`config.mk`:
```
export PLATFORM = sky130hd
export DESIGN_NAME = link_xfer_arbiter
export DESIGN_NICKNAME = d
export VERILOG_FILES = /design/src/rtl/link_xfer_arbiter.sv
export SDC_FILE = /design/constraint.sdc
export NUM_CORES = 1
export LEC_CHECK = 0
export ABC_CLOCK_PERIOD_IN_PS = 1300
export CAP_MARGIN = 20
export CORE_UTILIZATION = 38
export DETAILED_ROUTE_END_ITERATION = 10
export PLACE_DENSITY = 0.75
export SYNTH_ARGS = -nofsm -noshare
export SYNTH_HDL_FRONTEND = slang
export SYNTH_SLANG_ARGS = --single-unit
```
`constraint.sdc`:
```
create_clock -name clk -period 1.3 [get_ports clk]
set_clock_uncertainty 0.05 [all_clocks]
set_input_delay 0.13 -clock clk [delete_from_list [all_inputs] [get_ports clk]]
set_output_delay 0.13 -clock clk [all_outputs]
set_load 0.05 [all_outputs]
```
`src/rtl/link_xfer_arbiter.sv`:
```
// link_xfer_arbiter: shares one serial link between two byte-transfer requesters.
// Optional BUSY watchdog (abort after TIMEOUT cycles) is built when LINK_TIMEOUT_EN is defined.
module link_xfer_arbiter #(
  parameter int TIMEOUT = 131071,
  parameter int TO_W    = 17
) (
  input  logic       clk,
  input  logic       rst,
  input  logic       req0,
  input  logic [7:0] tx0,
  input  logic       int_clk0,
  output logic       done0,
  output logic [7:0] rx0,
  input  logic       req1,
  input  logic [7:0] tx1,
  input  logic       int_clk1,
  output logic       done1,
  output logic [7:0] rx1,
  output logic       err,
  output logic       busy,
  output logic       sel_sb,
  output logic       sel_sc,
  output logic       cpu_wr_n,
  output logic [7:0] sb_out,
  output logic       sc_start_out,
  output logic       sc_int_clock_out,
  input  logic [7:0] link_sb,
  input  logic       link_irq
);

  typedef enum logic [2:0] {
    ST_IDLE  = 3'd0,
    ST_WR_SB = 3'd1,
    ST_WR_SC = 3'd2,
    ST_BUSY  = 3'd3,
    ST_DONE  = 3'd4,
    ST_ABORT = 3'd5
  } state_t;

  state_t     state_r;
  logic       gnt_r;
  logic       last_grant_r;
  logic [7:0] tx_r;
  logic       int_clk_r;

  logic       any_req_s;
  logic       grant_s;
  logic [7:0] tx_sel_s;
  logic       int_clk_sel_s;

`ifdef LINK_TIMEOUT_EN
  logic [TO_W-1:0] to_cnt_r;
`endif

  // The watchdog counter must be able to hold TIMEOUT.
  if (TIMEOUT >= 2 ** TO_W) begin : g_bad_timeout
    $error("link_xfer_arbiter: TIMEOUT does not fit in TO_W bits");
  end

  // Round-robin grant: on contention the port that was not served last wins.
  always_comb begin
    any_req_s     = req0 | req1;
    grant_s       = 1'b0;
    tx_sel_s      = 8'h00;
    int_clk_sel_s = 1'b0;
    if (req0 && req1) begin
      grant_s = ~last_grant_r;
    end else if (req1) begin
      grant_s = 1'b1;
    end else begin
      grant_s = 1'b0;
    end
    if (grant_s) begin
      tx_sel_s      = tx1;
      int_clk_sel_s = int_clk1;
    end else begin
      tx_sel_s      = tx0;
      int_clk_sel_s = int_clk0;
    end
  end

  // Transfer sequencer; every output is registered together with the state change.
  always_ff @(posedge clk) begin
    if (rst) begin
      state_r          <= ST_IDLE;
      gnt_r            <= 1'b0;
      last_grant_r     <= 1'b1;
      tx_r             <= 8'h00;
      int_clk_r        <= 1'b0;
      done0            <= 1'b0;
      done1            <= 1'b0;
      rx0              <= 8'h00;
      rx1              <= 8'h00;
      err              <= 1'b0;
      busy             <= 1'b0;
      sel_sb           <= 1'b0;
      sel_sc           <= 1'b0;
      cpu_wr_n         <= 1'b1;
      sb_out           <= 8'h00;
      sc_start_out     <= 1'b0;
      sc_int_clock_out <= 1'b0;
`ifdef LINK_TIMEOUT_EN
      to_cnt_r         <= {TO_W{1'b0}};
`endif
    end else begin
      done0 <= 1'b0;
      done1 <= 1'b0;
      err   <= 1'b0;
      case (state_r)
        ST_IDLE: begin
          if (any_req_s) begin
            state_r   <= ST_WR_SB;
            gnt_r     <= grant_s;
            tx_r      <= tx_sel_s;
            int_clk_r <= int_clk_sel_s;
            busy      <= 1'b1;
            sel_sb    <= 1'b1;
            cpu_wr_n  <= 1'b0;
            sb_out    <= tx_sel_s;
          end else begin
            state_r  <= ST_IDLE;
            busy     <= 1'b0;
            sel_sb   <= 1'b0;
            sel_sc   <= 1'b0;
            cpu_wr_n <= 1'b1;
          end
        end
        ST_WR_SB: begin
          state_r          <= ST_WR_SC;
          sel_sb           <= 1'b0;
          sel_sc           <= 1'b1;
          cpu_wr_n         <= 1'b0;
          sc_start_out     <= 1'b1;
          sc_int_clock_out <= int_clk_r;
        end
        ST_WR_SC: begin
          state_r      <= ST_BUSY;
          sel_sc       <= 1'b0;
          cpu_wr_n     <= 1'b1;
          sc_start_out <= 1'b0;
`ifdef LINK_TIMEOUT_EN
          to_cnt_r     <= {TO_W{1'b0}};
`endif
        end
        ST_BUSY: begin
          if (link_irq) begin
            // Completion beats a coincident timeout.
            state_r <= ST_DONE;
            if (gnt_r) begin
              rx1   <= link_sb;
              done1 <= 1'b1;
            end else begin
              rx0   <= link_sb;
              done0 <= 1'b1;
            end
          end else begin
`ifdef LINK_TIMEOUT_EN
            if (to_cnt_r == TO_W'(TIMEOUT - 1)) begin
              state_r          <= ST_ABORT;
              sel_sc           <= 1'b1;
              cpu_wr_n         <= 1'b0;
              sc_start_out     <= 1'b0;
              sc_int_clock_out <= int_clk_r;
            end else begin
              state_r  <= ST_BUSY;
              to_cnt_r <= to_cnt_r + TO_W'(1);
            end
`else
            state_r <= ST_BUSY;
`endif
          end
        end
`ifdef LINK_TIMEOUT_EN
        ST_ABORT: begin
          // SC rewritten with start=0 stops the link; hand back the partial byte.
          state_r  <= ST_DONE;
          sel_sc   <= 1'b0;
          cpu_wr_n <= 1'b1;
          err      <= 1'b1;
          if (gnt_r) begin
            rx1   <= link_sb;
            done1 <= 1'b1;
          end else begin
            rx0   <= link_sb;
            done0 <= 1'b1;
          end
        end
`endif
        ST_DONE: begin
          state_r      <= ST_IDLE;
          last_grant_r <= gnt_r;
          busy         <= 1'b0;
        end
        default: begin
          state_r      <= ST_IDLE;
          busy         <= 1'b0;
          sel_sb       <= 1'b0;
          sel_sc       <= 1'b0;
          cpu_wr_n     <= 1'b1;
          sc_start_out <= 1'b0;
        end
      endcase
    end
  end

endmodule

```
==> out/metrics.cfg <==
[logic_synthesis]
syn_area_per_cell_um2=9.300
synth_top_family_by_area=compound AO/OA/AOI/OAI gates
yosys.area_share.simple_pct=13.69
syn_nets=202
syn_area_mm2=0.001590
ys_ff_latch=38
synth_seq_area_share_pct=47.84
synth_compound_area_share_pct=29.66
yosys_warnings=0
synth_top_area_share_pct=47.84
synth_fa_ha_area_share_pct=0
yosysTopAreaCell=dfxtp_1
syn_inst=171
muxShareOfSynthArea_pct=0
synth_xor_area_share_pct=0
synth_cell_types=34
yosys-top-cells-area=dfxtp_1, o211ai_1, o21ai_0, o221a_2, o32ai_1

[routing]
wl_per_cell_um=17.27
first_iter_violations=124
via_per_inst=5.524
dr.pass1.iters=4
wl_um=5303
dr_total_vias=1696
drc=0
antenna_left=0

[clock_tree]
cts_made_buffers=5
clkLatencyLatePin_ps=300
root_buffer=clkbuf_8
cts_tree=built
cts_buffer_depth=2
cts_sinks=38
cts-hold-fix-buffers=0
path_clk_slew_ps=80
cts.htree.levels=2

[setup_path]
crit_required_ps=1490
path_max_fanout=7
cp_data_arrival_time_ps=1570
critPathSlowestCell=dfxtp_4
crit_buf_inv=1
end_kind=flip-flop
max_stage_delay_ps=380
crit_path_start_kind=flip-flop
crit_family=compound AO/OA/AOI/OAI gates
path_cells=or2_4, buf_8, o32ai_4, o221a_2
critical_path_class=flip-flop to flip-flop

[pwr]
leakage_nw=1.200
combPwrFrac_pct=35.0
sw_frac_of_total_pct=32.52
p_sw_mw=1.104
power-per-cell-area_mw_per_mm2=1099
p_int_mw=2.292
clkPwrFrac_pct=25.4
power.total_mw=3.397
seq_power_share_pct=39.6
vdd_drop_max_mv=0.7318

[finish]
diodes=0
final_nets=287
fillers=240
multi_input_area_um2=898.4
drive_gt1_share_pct=40.47
layout.area.seq_um2=769.5
syn2layout_area_growth_pct=94.41

[place]
post-dp-hpwl_um=3291
port_buffers=62
routabilityCongestion=0.7547

[grt]
grt_use_total_pct=22.47
grt_pass1_vias=1532
grt_start_max_net_pins=27
antenna_found_initial=0
grt_pass1_wl_um=7417
grt.overflow.total=0

[floorplanning]
coreArea_mm2=0.004000
start_util_pct=39.76
num_rows=23
die_area_mm2=0.004448
die_y_um=66.69
die_x_um=66.69
io_pins=64

[sta]
setup_slack_ps=-83.01
setup_tns_ps=-555.2
timing.fmax_mhz=723.1
rsz0062_at_grt=true
setup_viol=11
fin_crit_sh_pct=106.4
min_period_ps=1383
finalHoldViolations=0
slew_violations=0
whs_ps=352.5

[worst_hold_path]
hold_class=input pin to flip-flop

[status]
outcome=finished with violations
violations=setup timing

[flow_run]
maxCapViolCount=0

[final cells by class]
type                       count  area share [%]
tap                           50           2.023
multi-input combinational    108           29.06
timing repair buffer          91           39.50
sequential                    38           24.89
clock inverter                 2          0.4047
clock buffer                   6           2.671
inverter                      12           1.457
[layer usage]
metal / wire length (um) / vias to the layer above / global-route usage (%)
li1: - / 808 / -
met1: 2090 / 823 / 27.59
met2: 2903 / 59 / 37.63
met3: 229 / 6 / 5.822
met4: 79 / 0 / 7.713
met5: 0 / - / 0
[synthesized netlist by cell type]
master	count
a211oi_1	1
a21o_1	1
a21oi_1	5
a31oi_1	1
and3_1	1
buf_2	4
buf_4	1
buf_6	3
clkbuf_1	8
clkinv_1	1
conb_1	1
dfxtp_1	38
inv_1	11
nand2_1	11
nand2b_1	3
nand3_1	2
nand3_2	2
nand3b_1	1
nand4b_2	1
nor2_1	7
nor2b_1	1
nor3_1	4
nor3_2	1
o211ai_1	17
o21ai_0	20
o221a_1	2
o221a_2	7
o22a_1	1
o311ai_0	1
o32ai_1	9
or2_0	1
or2_1	1
or2_2	1
or3b_2	2
[power groups by stage]
stage | combinational (mW) | sequential [mW] | clock [mW]
6_report | 1.19 | 1.35 | 0.864
3_5_place_dp | 1.02 | 1.36 | 0
4_1_cts | 1.05 | 1.34 | 0.891
2_1_floorplan | 0.340 | 1.54 | 0
5_1_grt | 1.24 | 1.36 | 0.930
3_3_place_gp | 1.00 | 1.36 | 0
[worst register-to-register path, cell delays in order (launching register included)]
cell and delay (ps):
dfxtp_4 380, or2_4 280, buf_8 150, o32ai_4 250, o221a_2 220
[path summary, 6_finish.rpt]
kind | startpoint | endpoint | slack [ps] | depth (start not counted)
max | state_r[1] | sb_out[4] | -80 | 4
min | link_sb[7] | rx0[7] | 350 | 3
max reg2reg | state_r[1] | sb_out[4] | -80 | 4
min reg2reg | sc_int_clock_out | sc_int_clock_out | 440 | 2
[cells in the final DEF (no fill, tap or decap), types with 2 or more instances in the layout]
master,instances
nor3_1,4
dfxtp_4,2
nor2_1,6
o21ai_0,18
buf_4,21
nand3_1,2
or2_4,4
a21oi_1,4
buf_6,4
o221a_1,2
nand2_1,10
buf_12,35
nand3_4,3
nand2b_1,2
o32ai_4,4
clkdlybuf4s50_1,29
clkbuf_8,6
o21ai_1,2
o221a_2,7
dfxtp_1,35
o32ai_2,5
inv_1,11
o211ai_1,17
[repair_timing]
item                       CTS  global route
pin swaps                    2            10
setup endpoints to repair   31            30
gates resized for setup     14            18
cloned                       1             3
buffers inserted             1             4
[sequential cells by signal, summed over array words and instances (netlist names)]
| signal | cells |
|---|---|
| sel_sc | 1 |
| state_r | 3 |
| rx1 | 8 |
| int_clk_r | 1 |
| gnt_r | 1 |
| rx0 | 8 |
| done1 | 1 |
| sel_sb | 1 |
| sc_start_out | 1 |
| done0 | 1 |
| sb_out | 8 |
| cpu_wr_n | 1 |
| busy | 1 |
| last_grant_r | 1 |
| sc_int_clock_out | 1 |
[per-stage QoR]
stage	setup slack [ps]	utilization (%)	instance area (um^2)	cells
after floorplan	-42.74	-	1683	171
after global placement	-291.3	69.19	2768	290
after detailed placement	-336.0	69.19	2768	290
after CTS	-62.73	73.04	2922	300
after global routing	-117.6	77.29	3092	307
final	-83.01	77.29	3092	307
[cells by family after synthesis]
family          count (synthesis)
buf+inv                        28
flops                          38
simple gates                   39
compound gates                 65
other cells                     1
(Power assumes the default switching activity.)
